## config.mk

```make
export PLATFORM = sky130hd
export DESIGN_NAME = dpll_fll_controller_flat
export DESIGN_NICKNAME = d
export VERILOG_FILES = /design/src/rtl/dpll_fll_controller_if.sv /design/src/rtl/dpll_fll_controller.sv /design/src/flat_wrapper.sv
export SDC_FILE = /design/constraint.sdc
export NUM_CORES = 1
export LEC_CHECK = 0
export BUFFER_PORTS_ARGS = -buffer_cell sky130_fd_sc_hd__clkbuf_2
export CAP_MARGIN = 0
export CORE_ASPECT_RATIO = 1.2
export CORE_UTILIZATION = 35
export DETAILED_ROUTE_END_ITERATION = 10
export GPL_ROUTABILITY_DRIVEN = 0
export MAX_ROUTING_LAYER = met4
export PLACE_DENSITY = 0.62
export SLEW_MARGIN = 20
export SYNTH_ARGS = -nofsm -noshare
export SYNTH_HDL_FRONTEND = slang
export SYNTH_SLANG_ARGS = --single-unit
export TNS_END_PERCENT = 1
```

## constraint.sdc

```tcl
create_clock -name clock -period 3.12 [get_ports clock]
set_clock_uncertainty 0.2 [all_clocks]
set_input_delay 0.156 -clock clock [delete_from_list [all_inputs] [get_ports clock]]
set_output_delay 0.156 -clock clock [all_outputs]
set_load 0.01 [all_outputs]
```

## src/rtl/dpll_fll_controller_if.sv

```systemverilog
// Signal bundle between the FLL controller and its environment.
// The slave side is the controller; the master side drives the loop inputs.
interface dpll_fll_controller_if #(
   parameter int unsigned TRIM_W = 26,
   parameter int unsigned DIV_W  = 5
);
   localparam int unsigned TV_W = $clog2(TRIM_W + 1);

   logic              enable;
   logic              osc;
   logic [DIV_W-1:0]  div;
   logic              manual_en;
   logic [TV_W-1:0]   manual_tval;
   logic [TRIM_W-1:0] trim;
   logic [TV_W-1:0]   tval;
   logic              locked;

   modport master (
      output enable, osc, div, manual_en, manual_tval,
      input  trim, tval, locked
   );

   modport slave (
      input  enable, osc, div, manual_en, manual_tval,
      output trim, tval, locked
   );
endinterface

```

## src/rtl/dpll_fll_controller.sv

```systemverilog
// Second-generation frequency-locked-loop controller for the digital PLL.
// Counts ring-oscillator cycles per reference period and steers a
// thermometer trim word so the count converges on the requested ratio.
module dpll_fll_controller #(
   parameter int unsigned TRIM_W    = 26,
   parameter int unsigned DIV_W     = 5,
   parameter int unsigned LOCK_CNT  = 4,
   parameter int unsigned INIT_TVAL = 0
) (
   input  logic                  clock,
   input  logic                  reset,
   dpll_fll_controller_if.slave  bus
);
   localparam int unsigned CNT_W = DIV_W + 1;
   localparam int unsigned TV_W  = $clog2(TRIM_W + 1);
   localparam int unsigned LC_W  = $clog2(LOCK_CNT + 1);

   localparam logic [TV_W-1:0]  TV_MAX  = TV_W'(TRIM_W);
   localparam logic [TV_W-1:0]  TV_INIT = TV_W'(INIT_TVAL);
   localparam logic [TV_W-1:0]  TV_ONE  = TV_W'(1);
   localparam logic [LC_W-1:0]  LC_MAX  = LC_W'(LOCK_CNT);
   localparam logic [LC_W-1:0]  LC_ONE  = LC_W'(1);
   localparam logic [CNT_W-1:0] CNT_ONE = CNT_W'(1);
   localparam logic [CNT_W:0]   X_ONE   = (CNT_W + 1)'(1);

   typedef enum logic [1:0] {
      ST_IDLE,
      ST_ACQ,
      ST_TRACK,
      ST_MANUAL
   } state_t;

   function automatic logic [TRIM_W-1:0] therm(input logic [TV_W-1:0] v);
      logic [TRIM_W-1:0] t;
      t = '0;
      for (int unsigned i = 0; i < TRIM_W; i++) begin
         t[i] = (TV_W'(i) < v);
      end
      return t;
   endfunction

   logic              osc_s1_q, osc_s2_q, osc_h_q;
   logic              ref_edge;
   state_t            state_q, state_d;
   logic [CNT_W-1:0]  cnt_q, cnt_d;
   logic [TV_W-1:0]   tval_q, tval_d;
   logic [LC_W-1:0]   lc_q, lc_d;
   logic              locked_q, locked_d;
   logic [TRIM_W-1:0] trim_q, trim_d;

   logic [CNT_W:0]    m_x, div_x;
   logic              too_fast, too_slow, in_tol;
   logic [TV_W-1:0]   manual_clamp;

   // Two-stage synchroniser for the reference plus a history stage for edge detection.
   always_ff @(posedge clock or posedge reset) begin
      if (reset) begin
         osc_s1_q <= 1'b0;
         osc_s2_q <= 1'b0;
         osc_h_q  <= 1'b0;
      end else begin
         osc_s1_q <= bus.osc;
         osc_s2_q <= osc_s1_q;
         osc_h_q  <= osc_s2_q;
      end
   end

   assign ref_edge = osc_s2_q & ~osc_h_q;

   // Compare the measured period against the target ratio (one extra bit avoids overflow in the +1 tolerance).
   always_comb begin
      m_x          = {1'b0, cnt_q};
      div_x        = (CNT_W + 1)'(bus.div);
      too_fast     = (m_x > div_x);
      too_slow     = (m_x < div_x);
      in_tol       = (m_x <= div_x + X_ONE) && (div_x <= m_x + X_ONE);
      manual_clamp = (bus.manual_tval > TV_MAX) ? TV_MAX : bus.manual_tval;
   end

   // Next-state, period counter, trim and lock-counter update.
   always_comb begin
      state_d = state_q;
      tval_d  = tval_q;
      lc_d    = lc_q;
      cnt_d   = cnt_q;

      if (ref_edge) begin
         cnt_d = CNT_ONE;
      end else if (cnt_q != '1) begin
         cnt_d = cnt_q + CNT_ONE;
      end

      if (!bus.enable) begin
         state_d = ST_IDLE;
         tval_d  = TV_INIT;
         lc_d    = '0;
         cnt_d   = '0;
      end else begin
         case (state_q)
            ST_IDLE: begin
               state_d = ST_ACQ;
               cnt_d   = '0;
            end
            ST_ACQ: begin
               if (bus.manual_en) begin
                  state_d = ST_MANUAL;
                  tval_d  = manual_clamp;
                  lc_d    = '0;
               end else if (ref_edge) begin
                  state_d = ST_TRACK;
               end
            end
            ST_TRACK: begin
               // Manual entry wins over a coincident reference edge, which is dropped.
               if (bus.manual_en) begin
                  state_d = ST_MANUAL;
                  tval_d  = manual_clamp;
                  lc_d    = '0;
               end else if (ref_edge) begin
                  if (too_fast && (tval_q < TV_MAX)) begin
                     tval_d = tval_q + TV_ONE;
                  end else if (too_slow && (tval_q != '0)) begin
                     tval_d = tval_q - TV_ONE;
                  end
                  if (in_tol) begin
                     if (lc_q != LC_MAX) begin
                        lc_d = lc_q + LC_ONE;
                     end
                  end else begin
                     lc_d = '0;
                  end
               end
            end
            ST_MANUAL: begin
               if (bus.manual_en) begin
                  tval_d = manual_clamp;
                  lc_d   = '0;
               end else begin
                  state_d = ST_ACQ;
               end
            end
            default: begin
               state_d = ST_IDLE;
            end
         endcase
      end

      locked_d = (state_d == ST_TRACK) && (lc_d == LC_MAX);
      trim_d   = therm(tval_d);
   end

   // Loop state and registered outputs.
   always_ff @(posedge clock or posedge reset) begin
      if (reset) begin
         state_q  <= ST_IDLE;
         cnt_q    <= '0;
         tval_q   <= TV_INIT;
         lc_q     <= '0;
         locked_q <= 1'b0;
         trim_q   <= therm(TV_INIT);
      end else begin
         state_q  <= state_d;
         cnt_q    <= cnt_d;
         tval_q   <= tval_d;
         lc_q     <= lc_d;
         locked_q <= locked_d;
         trim_q   <= trim_d;
      end
   end

   assign bus.tval   = tval_q;
   assign bus.trim   = trim_q;
   assign bus.locked = locked_q;
endmodule

```

## src/flat_wrapper.sv

```systemverilog
// flat-port wrapper written by rule: the top's interface ports become plain ports
module dpll_fll_controller_flat 
#(
   parameter int unsigned TRIM_W    = 26,
   parameter int unsigned DIV_W     = 5,
   parameter int unsigned LOCK_CNT  = 4,
   parameter int unsigned INIT_TVAL = 0
)
  (clock, reset, bus_enable, bus_osc, bus_div, bus_manual_en, bus_manual_tval, bus_trim, bus_tval, bus_locked);
  dpll_fll_controller_if #(.TRIM_W(TRIM_W), .DIV_W(DIV_W)) bus_i ();
  input  logic clock;
  input  logic reset;
  input wire logic [$bits(bus_i.enable)-1:0] bus_enable;
  input wire logic [$bits(bus_i.osc)-1:0] bus_osc;
  input wire logic [$bits(bus_i.div)-1:0] bus_div;
  input wire logic [$bits(bus_i.manual_en)-1:0] bus_manual_en;
  input wire logic [$bits(bus_i.manual_tval)-1:0] bus_manual_tval;
  output wire logic [$bits(bus_i.trim)-1:0] bus_trim;
  output wire logic [$bits(bus_i.tval)-1:0] bus_tval;
  output wire logic [$bits(bus_i.locked)-1:0] bus_locked;
  assign bus_i.enable = bus_enable;
  assign bus_i.osc = bus_osc;
  assign bus_i.div = bus_div;
  assign bus_i.manual_en = bus_manual_en;
  assign bus_i.manual_tval = bus_manual_tval;
  assign bus_trim = bus_i.trim;
  assign bus_tval = bus_i.tval;
  assign bus_locked = bus_i.locked;
  dpll_fll_controller #(.TRIM_W(TRIM_W), .DIV_W(DIV_W), .LOCK_CNT(LOCK_CNT), .INIT_TVAL(INIT_TVAL)) u_core (.clock(clock), .reset(reset), .bus(bus_i));
endmodule
```

==> parameters.txt, run 1 <==
Parameter                              Value

Detailed routing
  Via count    2,312
  First-pass DRT Iterations    4
  Drt initial violations    167
  Per-cell routed wire length    15.48 um
  DR vias/cell    5.440
  DRT Wirelength    6577 um
  DRC violation count after routing    0
  Number of nets with antenna violations after routing    0

Yosys
  Primary FF master, synth    sky130_fd_sc_hd__dfrtp_1
  Number of enable flip-flop cells after synthesis    0
  Summed instance area of the synthesized netlist    2734 um^2
  Seq/Total Area, Yosys    0.4119
  Gate count after technology mapping    281
  Share of async-settable or async-resettable flops after synthesis    1.000
  Post-synthesis average cell area    just under 10 um^2
  Register bit total from synthesis    45
  Net count of the mapped netlist    318
  Number of distinct library cells after synthesis    58
  Synthesis Warnings    0

STA
  Slew at the pin with the worst max-slew slack    0.9174 ns
  Worst Hold Margin    0.1209 ns
  Post-route minimum period    between 2 and 3 ns
  Aggregate negative setup slack    0 ns
  Portion of the clock cycle consumed by the worst path in the final layout    0.9421
  Normalized max-slew margin    0.3875
  Achievable clock frequency    340.2 MHz
  Slew Viols, Final    0
  Number of hold violations in the final report    0
  Setup violation total in the final timing report    0
  Setup repair after global routing missed its margin    no

Min path
  Tightest Hold Check Type    input pin to register

Placed design
  Detailed Place HPWL    between 4000 and 5000 um
  Number of buffers inserted by port buffering    between 40 and 50
  Placed inst area    between 3000 and 4000 um^2

Power and ir drop
  Pwr Total    1459 uW
  Clock share of power    0.315
  Fraction of power spent switching nets    0.3064
  Reported leakage power    0.001584 uW
  Internal portion of total power    1012 uW
  Portion of total power attributed to sequential cells    0.452
  Relative contribution of combinational cells to total power    0.233
  Largest vdd supply drop    315.1 uV
  Power per cell area    451.9 nW/um^2
  Switching component of the power    447.1 uW

Flow run
  Maxcap violations    0

Final layout
  Post-route design area    3229 um^2
  Share of post-route cells with drive strength above 1    0.2358
  Diode count    0
  Fin nets    371
  Synthesis-to-layout area growth    18.12%

Clock network
  Deepest clock path buffer count    2
  CTS Buf Count    5
  Clock sink total    between 40 and 50
  Number of setup buffers added after CTS    0
  CTS H-tree depth    2
  CTS root buf    sky130_fd_sc_hd__clkbuf_8
  CTS tree    done
  Clock network latency to the later pin of the worst-skew pair    0.30 ns
  Clk pin slew, worst setup/hold paths    around 0.09 ns

Floorplanning
  Total die area    8170 um^2
  Top Ports    47
  FP Rows    34
  Height of the chip    98.82 um
  Floorplan die width    82.68 um
  Placeable core region    about 7400 um^2
  Initial core utilization    0.3693

Critical path
  R2R cell count    10
  Worst Path Required    around 3.2 ns
  Reg2reg start    u_core.cnt_q[0]
  CP Launch Type    register
  Reg-to-reg setup timing slack    between 0.15 and 0.2 ns
  Startpoint of the most critical setup path    u_core.cnt_q[0]
  Arrival time worst endpoint    2.97 ns
  Setup Crit Path Kind    register to register
  Capturing point of the worst reg2reg path    u_core.bus.trim[16]
  Worst setup endpoint    u_core.bus.trim[16]
  Worst Setup End Kind    register
  Maximum fanout along the worst path    9

Global routing
  Number of antenna violations at the first check in global routing    0
  Vias in the first global route    2,296
  Combined global-route utilization of all metal layers    0.1784
  Global-route wire length before repair    10,760 um
  Pin count of the biggest net entering global routing    46
  Total gr overflow    0

Run status
  Outcome    complete, no violations
## repair_timing
item                                    in CTS  in global routing
endpoints found under the setup margin       0                  3
hold buffers                                 2                  0
hold endpoints to repair                    46                  0
gates resized for setup                      0                  0
## power groups by stage
| stage | combinational (uW) | sequential, uW | clock, uW |
|---|---|---|---|
| after CTS | 342 | 660 | 473 |
| after floorplan | 205 | 685 | 0 |
| final | 340 | 660 | 459 |
| after global routing | 375 | 666 | 489 |
| after global placement | 335 | 671 | 0 |
| after detailed placement | 339 | 671 | 0 |
## cells by family after synthesis
group | share of synthesized area
and+or+nand+nor | 0.1840
AOI/OAI and AO/OA | 0.2009
DFF | 0.4119
buffers and inverters | 0.05309
adders and majority gates | 0.1007
xor gates and xnor gates | 0.02883
muxes | 0.02059
## synth_stat cells (3+ instances only)
cell	count	area (um^2)
sky130_fd_sc_hd__inv_1	23	86.33
sky130_fd_sc_hd__a21oi_1	23	115.1
sky130_fd_sc_hd__nor4_1	3	18.77
sky130_fd_sc_hd__nor2b_1	7	43.79
sky130_fd_sc_hd__nand2_1	18	67.56
sky130_fd_sc_hd__clkbuf_1	4	15.01
sky130_fd_sc_hd__nand3_1	18	90.09
sky130_fd_sc_hd__nor2_1	15	56.30
sky130_fd_sc_hd__ha_1	22	275.3
sky130_fd_sc_hd__o21ai_1	7	35.03
sky130_fd_sc_hd__and3_1	4	25.02
sky130_fd_sc_hd__xnor2_1	7	61.31
sky130_fd_sc_hd__o21ai_0	13	65.06
sky130_fd_sc_hd__mux2i_1	3	30.03
sky130_fd_sc_hd__a211oi_1	3	22.52
sky130_fd_sc_hd__dfrtp_1	45	1126
sky130_fd_sc_hd__nand2b_1	6	37.54
sky130_fd_sc_hd__nor3_1	8	40.04
sky130_fd_sc_hd__a31oi_1	3	18.77
sky130_fd_sc_hd__o211ai_1	4	30.03
## stage by stage
stage | setup WS [ns] | cells | utilization
global route | 0.006237 | 425 | 0.4363
CTS | 0.1678 | 425 | 0.4363
finish | 0.1805 | 425 | 0.4363
detailed placement | 0.1811 | 415 | 0.4175
global placement | 0.1861 | 415 | 0.4175
floorplan | 0.3867 | 281 | -
## layer usage
metal | share of wire | vias up | routed length, um | global-route usage
met5 | 0 | - | 0 | -
met4 | 0.028 | 0 | 184 | 0.07958
met3 | 0.054 | 15 | 352 | 0.02963
met2 | 0.47 | 79 | 3117 | 0.2768
met1 | 0.44 | 1099 | 2923 | 0.2250
li1 | - | 1119 | - | -
## worst min-delay path by stage
stage | startpoint | cells past startpoint | end
6_report | bus_enable | 3 | u_core.bus.locked
5_1_grt | bus_manual_tval[2] | 3 | u_core.bus.tval[2]
4_1_cts | bus_enable | 3 | u_core.bus.locked
3_5_place_dp | bus_osc | 1 | u_core.osc_s1_q
3_3_place_gp | bus_osc | 1 | u_core.osc_s1_q
2_1_floorplan | bus_osc | 0 | u_core.osc_s1_q
## placed cells by master (no fill, tap or decap), types with 3 or more instances in the layout
master                     synthesis  routed
sky130_fd_sc_hd__ha_1             22      22
sky130_fd_sc_hd__nand2b_1          6       6
sky130_fd_sc_hd__xnor2_1           7       7
sky130_fd_sc_hd__dfrtp_1          45      45
sky130_fd_sc_hd__buf_4             1       7
sky130_fd_sc_hd__a31oi_1           3       3
sky130_fd_sc_hd__nand2_1          18      18
sky130_fd_sc_hd__inv_1            23      22
sky130_fd_sc_hd__clkbuf_8          0       5
sky130_fd_sc_hd__nand3_1          18      18
sky130_fd_sc_hd__o211ai_1          4       4
sky130_fd_sc_hd__nor2b_1           7       7
sky130_fd_sc_hd__a21oi_1          23      23
sky130_fd_sc_hd__a211oi_1          3       3
sky130_fd_sc_hd__nor2_1           15      15
sky130_fd_sc_hd__nor3_1            8       8
sky130_fd_sc_hd__and3_1            4       4
sky130_fd_sc_hd__o21ai_1           7       7
sky130_fd_sc_hd__clkbuf_2          0      46
sky130_fd_sc_hd__o21ai_0          13      13
sky130_fd_sc_hd__nor4_1            3       3
sky130_fd_sc_hd__mux2i_1           3       3
## flip-flops by register name (all words and copies together) (netlist names)
signal	cells
u_core.cnt_q	6
u_core.osc_s1_q	1
u_core.osc_s2_q	1
u_core.lc_q	3
u_core.state_q	2
u_core.osc_h_q	1
u_core.bus.locked	1
u_core.bus.trim	26
u_core.bus.tval	4
## final cells by class
class	count	area [um^2]
tap	90	112.6
timing repair buffer	56	322.8
clock buffer	5	68.82
clock inverter	3	50.05
fill	763	4173
multi-input combinational	203	1463
sequential	45	1126
inverter	23	86.33
## worst max-delay path, cell delays in order, from the launching register on
cell and delay [ns]:
sky130_fd_sc_hd__dfrtp_1 0.44, sky130_fd_sc_hd__inv_1 0.08, sky130_fd_sc_hd__ha_1 0.34, sky130_fd_sc_hd__nand2b_1 0.18, sky130_fd_sc_hd__o211ai_1 0.22, sky130_fd_sc_hd__a21oi_1 0.10, sky130_fd_sc_hd__o2111a_1 0.29, sky130_fd_sc_hd__nor4_4 0.58
sky130_fd_sc_hd__nor2b_1 0.10, sky130_fd_sc_hd__buf_4 0.18, sky130_fd_sc_hd__a31oi_1 0.15
Note: power is estimated with default switching activity, not from simulation.
==> inputs of run 2 (changes only) <==
--- a/config.mk
+++ b/config.mk
@@ -11,6 +11,7 @@
 export CORE_UTILIZATION = 35
 export DETAILED_ROUTE_END_ITERATION = 10
 export GPL_ROUTABILITY_DRIVEN = 0
+export GPL_TIMING_DRIVEN = 0
 export MAX_ROUTING_LAYER = met4
 export PLACE_DENSITY = 0.62
 export SLEW_MARGIN = 20
==> parameters.txt, run 2 (same netlist as run 1, synthesis figures left out) <==
Parameter                              Value

Run status
  Outcome    complete, no violations

Final layout
  Synthesis-to-layout area growth    20.73%
  Post-route design area    3301 um^2
  Commonest non-fill, non-tap cells in the layout    47 x sky130_fd_sc_hd__clkbuf_2, 45 x sky130_fd_sc_hd__dfrtp_1, 23 x sky130_fd_sc_hd__a21oi_1
  Share of post-route cells with drive strength above 1    0.2427
  Diode count    0
  Fin nets    378
  Most common cell after layout, fill and taps aside    sky130_fd_sc_hd__clkbuf_2
  Max FFs per register    26

Power and ir drop
  Largest vdd supply drop    348.8 uV
  Power per cell area    about 460 nW/um^2
  Pwr Total    about 1500 uW
  Reported leakage power    about 0.0016 uW

STA
  Slew Viols, Final    0
  Achievable clock frequency    330.5 MHz
  Slew at the pin with the worst max-slew slack    0.5798 ns
  Setup repair after global routing missed its margin    yes
  Aggregate negative setup slack    0 ns
  Setup violation total in the final timing report    0
  Portion of the clock cycle consumed by the worst path in the final layout    0.9697
  Number of hold violations in the final report    0
  Worst Hold Margin    0.03310 ns
  Post-route minimum period    3.026 ns
  Normalized max-slew margin    0.6105

Critical path
  Worst Path Required    between 3 and 4 ns
  Arrival time worst endpoint    3.00 ns
  Reg-to-reg setup timing slack    0.09 ns
  Worst path cell trace    ha_1 > a211oi_2 > nand2_1 > nor4b_2 > a32oi_1 > mux2_4 > a41oi_4 > buf_4 > nand4_1
  Reg2reg start    u_core.cnt_q[4]
  Setup Crit Path Kind    register to register
  Maximum fanout along the worst path    5
  Slowest library cell on the worst path    sky130_fd_sc_hd__dfrtp_1
  Largest incremental delay on the critical path    0.45 ns
  CP Launch Type    register
  R2R cell count    9
  Worst Setup End Kind    register
  Capturing point of the worst reg2reg path    u_core.bus.trim[0]

Detailed routing
  DR vias/cell    5.396
  DRT Wirelength    6404 um
  DRC violation count after routing    0
  First-pass DRT Iterations    4
  Via count    around 2,300
  Number of nets with antenna violations after routing    0
  Per-cell routed wire length    14.82 um
  Drt initial violations    163

Floorplanning
  Top Ports    47
  Height of the chip    98.82 um
  Floorplan die width    between 80 and 90 um
  Initial core utilization    0.3693
  FP Rows    34
  Placeable core region    7402 um^2
  Total die area    ~8000 um^2

Global routing
  GR peak layer    met2
  GR met3 Demand/Resource    0.02963
  M1 GR Usage    0.2217
  Global-route track usage on met2    0.2686
  Number of antenna violations at the first check in global routing    0
  Global-route wire length before repair    10,450 um
  Combined global-route utilization of all metal layers    0.1727
  Total gr overflow    0
  Vias in the first global route    approximately 2,300
  Pin count of the biggest net entering global routing    37

Min path
  Startpoint of the tightest hold check path    bus_enable
  Cell depth of the worst hold path    3
  Hold worst-path end    u_core.cnt_q[0]
  Tightest Hold Check Type    input pin to register

Clock network
  Deepest clock path buffer count    2
  Clock network latency to the later pin of the worst-skew pair    0.30 ns
  Clk pin slew, worst setup/hold paths    0.09 ns
  CTS Buf Count    5
  Clock sink total    45
  CTS tree    done
  CTS H-tree depth    2
  CTS root buf    sky130_fd_sc_hd__clkbuf_8

Placed design
  Number of buffers inserted by port buffering    46
  Placed inst area    3097 um^2
  Detailed Place HPWL    between 4000 and 5000 um

Flow run
  Maxcap violations    0
==> run 2: cell types whose count changed in the layout (fill, tap and decap cells not counted), sizes merged <==
cell / change
buf: +3
clkbuf: +4
bufinv: +1
clkinv: -1
==> run 2: what timing repair did <==
action / CTS / global route
endpoints found under the hold margin: 46 / 0
setup endpoints to repair: 0 / 28
hold buffers: 2 / 0
buffers inserted: 0 / 4
gates resized for setup: 0 / 4
==> run 2: where the power goes <==
part / internal [uW] / total (uW) / leakage (uW) / switching [uW]
Combinational: 144 / 353 / 0.000949 / 209
Clock: 322 / 522 / 0.0000687 / 200
Sequential: 630 / 656 / 0.000591 / 26.8
==> run 2: final cells by class <==
| cell class | instances | area [um^2] |
|---|---|---|
| Multi-Input combinational cell | 203 | 1478 |
| Sequential cell | 45 | 1126 |
| Inverter | 23 | 86.33 |
| Tap cell | 90 | 112.6 |
| Buffer | 10 | 60.06 |
| Timing Repair Buffer | 53 | 300.3 |
| Fill cell | 742 | 4101 |
| Clock inverter | 3 | 68.82 |
| Clock buffer | 5 | 68.82 |
==> run 2: how the worst max path moves through the flow <==
stage / startpoint / end / slack (ns) / cells after the start
6_report: u_core.cnt_q[4] / u_core.bus.trim[0] / 0.09 / 9
5_1_grt: u_core.cnt_q[4] / u_core.bus.trim[16] / -0.08 / 9
4_1_cts: u_core.cnt_q[4] / u_core.bus.trim[4] / 0.01 / 9
3_5_place_dp: u_core.cnt_q[4] / u_core.bus.trim[4] / 0.03 / 9
3_3_place_gp: u_core.cnt_q[4] / u_core.bus.trim[4] / 0.08 / 9
2_1_floorplan: u_core.cnt_q[4] / u_core.bus.trim[4] / 0.39 / 9
==> run 2: through the flow <==
step                  util  cells  setup slack [ns]
floorplan                -    281            0.3867
global placement    0.4157    417           0.07848
detailed placement  0.4184    418           0.02911
CTS                 0.4397    428           0.01211
global route        0.4459    432          -0.08075
finish              0.4459    432           0.09439
==> run 2: critical path, delay by kind of cell (launching register included) <==
kind	cells	cell delay, ns
buf+inv	1	0.19
simple gates	3	0.63
mux	1	0.34
fa+ha+maj	1	0.37
compound gates	3	0.71
flops	1	0.45
==> run 2: per-layer routing <==
layer | up-vias | routed length [um]
li1 | 1133 | -
met1 | 1117 | 2859
met2 | 72 | 3041
met3 | 9 | 381
met4 | 0 | 121
met5 | - | 0
==> inputs of run 3 (changes only) <==
==> constraint.sdc (replaced) <==
create_clock -name clock -period 3.1 [get_ports clock]
set_clock_uncertainty 0.2 [all_clocks]
set_input_delay 0.155 -clock clock [delete_from_list [all_inputs] [get_ports clock]]
set_output_delay 0.155 -clock clock [all_outputs]
set_load 0.01 [all_outputs]
==> parameters.txt, run 3 (same netlist as run 1, synthesis figures left out) <==
Parameter                              Value

Final layout
  Fill count    737
  Max FFs per register    26
  Fin nets    379
  Count of non-filler cells in the finished layout    around 430
  Diode count    0
  Post-route design area    3327 um^2
  Most common cell after layout, fill and taps aside    sky130_fd_sc_hd__clkbuf_2
  Share of post-route cells with drive strength above 1    0.2478
  Synthesis-to-layout area growth    21.69%
  Utilization after layout    0.4495
  Commonest non-fill, non-tap cells in the layout    47 x sky130_fd_sc_hd__clkbuf_2, 45 x sky130_fd_sc_hd__dfrtp_1, 23 x sky130_fd_sc_hd__a21oi_1

Floorplanning
  Placeable core region    approximately 7400 um^2
  Initial core utilization    0.3693
  Height of the chip    98.82 um
  Top Ports    47
  Total die area    just over 8000 um^2
  Floorplan die width    between 80 and 90 um
  FP Rows    34

Critical path
  Maximum fanout along the worst path    5
  Arrival time worst endpoint    2.98 ns
  Buf+Inv Stages, Crit Path    1
  Setup Crit Path Kind    register to register
  CP Launch Type    register
  Worst path cell trace    ha_1 > a211oi_2 > nand2_2 > nor4b_4 > a32oi_1 > mux2_4 > a41oi_4 > buf_4 > nand4_1
  Largest incremental delay on the critical path    0.45 ns
  Worst Path Required    3.07 ns
  Slowest library cell on the worst path    sky130_fd_sc_hd__dfrtp_1
  Worst Setup End Kind    register
  Dominant delay contributor by cell family on the critical path    compound AO/OA/AOI/OAI gates

Detailed routing
  Post-Route M1 WL    2877 um
  First-pass DRT Iterations    4
  Detail Route met2 WL    3075 um
  Highest metal used    met4
  Met3 wire length    408 um
  Per-cell routed wire length    14.97 um
  DRT Wirelength    6482 um
  Number of nets with antenna violations after routing    0
  DR vias/cell    approximately 5.4
  Drt initial violations    around 130
  DRC violation count after routing    0
  Via count    2,336

Power and ir drop
  Reported leakage power    around 0.0016 uW
  Pwr Total    roughly 1600 uW
  Power per cell area    466.5 nW/um^2
  Largest vdd supply drop    about 350 uV

Clock network
  CTS H-tree depth    2
  Clk pin slew, worst setup/hold paths    0.08 ns
  Clock sink total    45
  CTS root buf    sky130_fd_sc_hd__clkbuf_8
  Deepest clock path buffer count    2
  Clock network latency to the later pin of the worst-skew pair    0.30 ns
  CTS Buf Count    5
  CTS tree    done

STA
  Post-route minimum period    3.007 ns
  Post-route setup slack    slightly above 0.09 ns
  Slew at the pin with the worst max-slew slack    0.5828 ns
  Slew Viols, Final    0
  Achievable clock frequency    332.6 MHz
  Setup repair after global routing missed its margin    yes
  Normalized max-slew margin    0.6115
  Number of hold violations in the final report    0
  Setup violation total in the final timing report    0
  Portion of the clock cycle consumed by the worst path in the final layout    0.9699

Flow run
  Maxcap violations    0

Min path
  Tightest Hold Check Type    input pin to register

Placed design
  Number of buffers inserted by port buffering    46
  Minimum setup slack after placement    0.009113 ns
  Placed inst area    3097 um^2
  Detailed Place HPWL    just under 5000 um
  Number of instances in the placed design    418

Global routing
  Number of antenna violations at the first check in global routing    0
  Pin count of the biggest net entering global routing    37
  Vias in the first global route    between 2,000 and 2,500
  Combined global-route utilization of all metal layers    0.1727
  Global-route wire length before repair    10,450 um
  Total gr overflow    0

Run status
  Outcome    complete, no violations
-- run 3: final timing paths --
check | from | endpoint | slack, ns | depth (start not counted)
hold reg to reg | u_core.osc_s1_q | u_core.osc_s2_q | 0.16 | 0
hold / removal | bus_enable | u_core.cnt_q[0] | 0.04 | 3
max in group asynchronous | reset | u_core.bus.trim[4] | 2.15 | 4
min in group asynchronous | reset | u_core.lc_q[2] | 0.10 | 3
setup reg to reg | u_core.cnt_q[4] | u_core.bus.trim[0] | 0.09 | 9
setup / recovery | u_core.cnt_q[4] | u_core.bus.trim[0] | 0.09 | 9
-- run 3: per-stage QoR --
| step | TNS [ns] | hold slack, ns |
|---|---|---|
| final | 0 | 0.03794 |
| after global routing | -0.5904 | 0.04884 |
| after global placement | 0 | 0.06457 |
| after CTS | 0 | 0.02681 |
| after floorplan | 0 | -0.01357 |
| after detailed placement | 0 | -0.1206 |
-- run 3: what timing repair did --
action / CTS / global route
resized for setup: 0 / 7
hold buffers: 2 / 0
pin swaps: 1 / 3
endpoints found under the setup margin: 2 / 28
buffers inserted: 0 / 5
endpoints found under the hold margin: 46 / 0
-- run 3: routing by layer --
layer / up-vias / track usage
met4: 0 / 0.06631
met3: 9 / 0.02963
met2: 76 / 0.2686
met1: 1117 / 0.2217
li1: 1134 / -
met5: - / -
-- run 3: tightest hold or removal path, delay by kind of cell --
family | cells | cell delay [ns]
AO/OA/AOI/OAI | 1 | 0.06
buffers and inverters | 2 | 0.28
-- run 3: layout make-up --
cell class / count / area (um^2) / area share
buffer: 10 / 60.06 / 0.01805
clock buffer: 5 / 68.82 / 0.02068
clock inverter: 3 / 68.82 / 0.02068
inverter: 23 / 86.33 / 0.02595
multi-input combinational: 203 / 1496 / 0.4498
sequential: 45 / 1126 / 0.3385
tap: 90 / 112.6 / 0.03385
timing repair buffer: 54 / 307.8 / 0.09252
-- run 3: power breakdown --
group | switching (uW) | internal [uW] | total, uW
Combinational | 215 | 151 | 366
Clock | 201 | 324 | 525
Sequential | 27.2 | 634 | 661
Total | 443 | 1110 | 1550
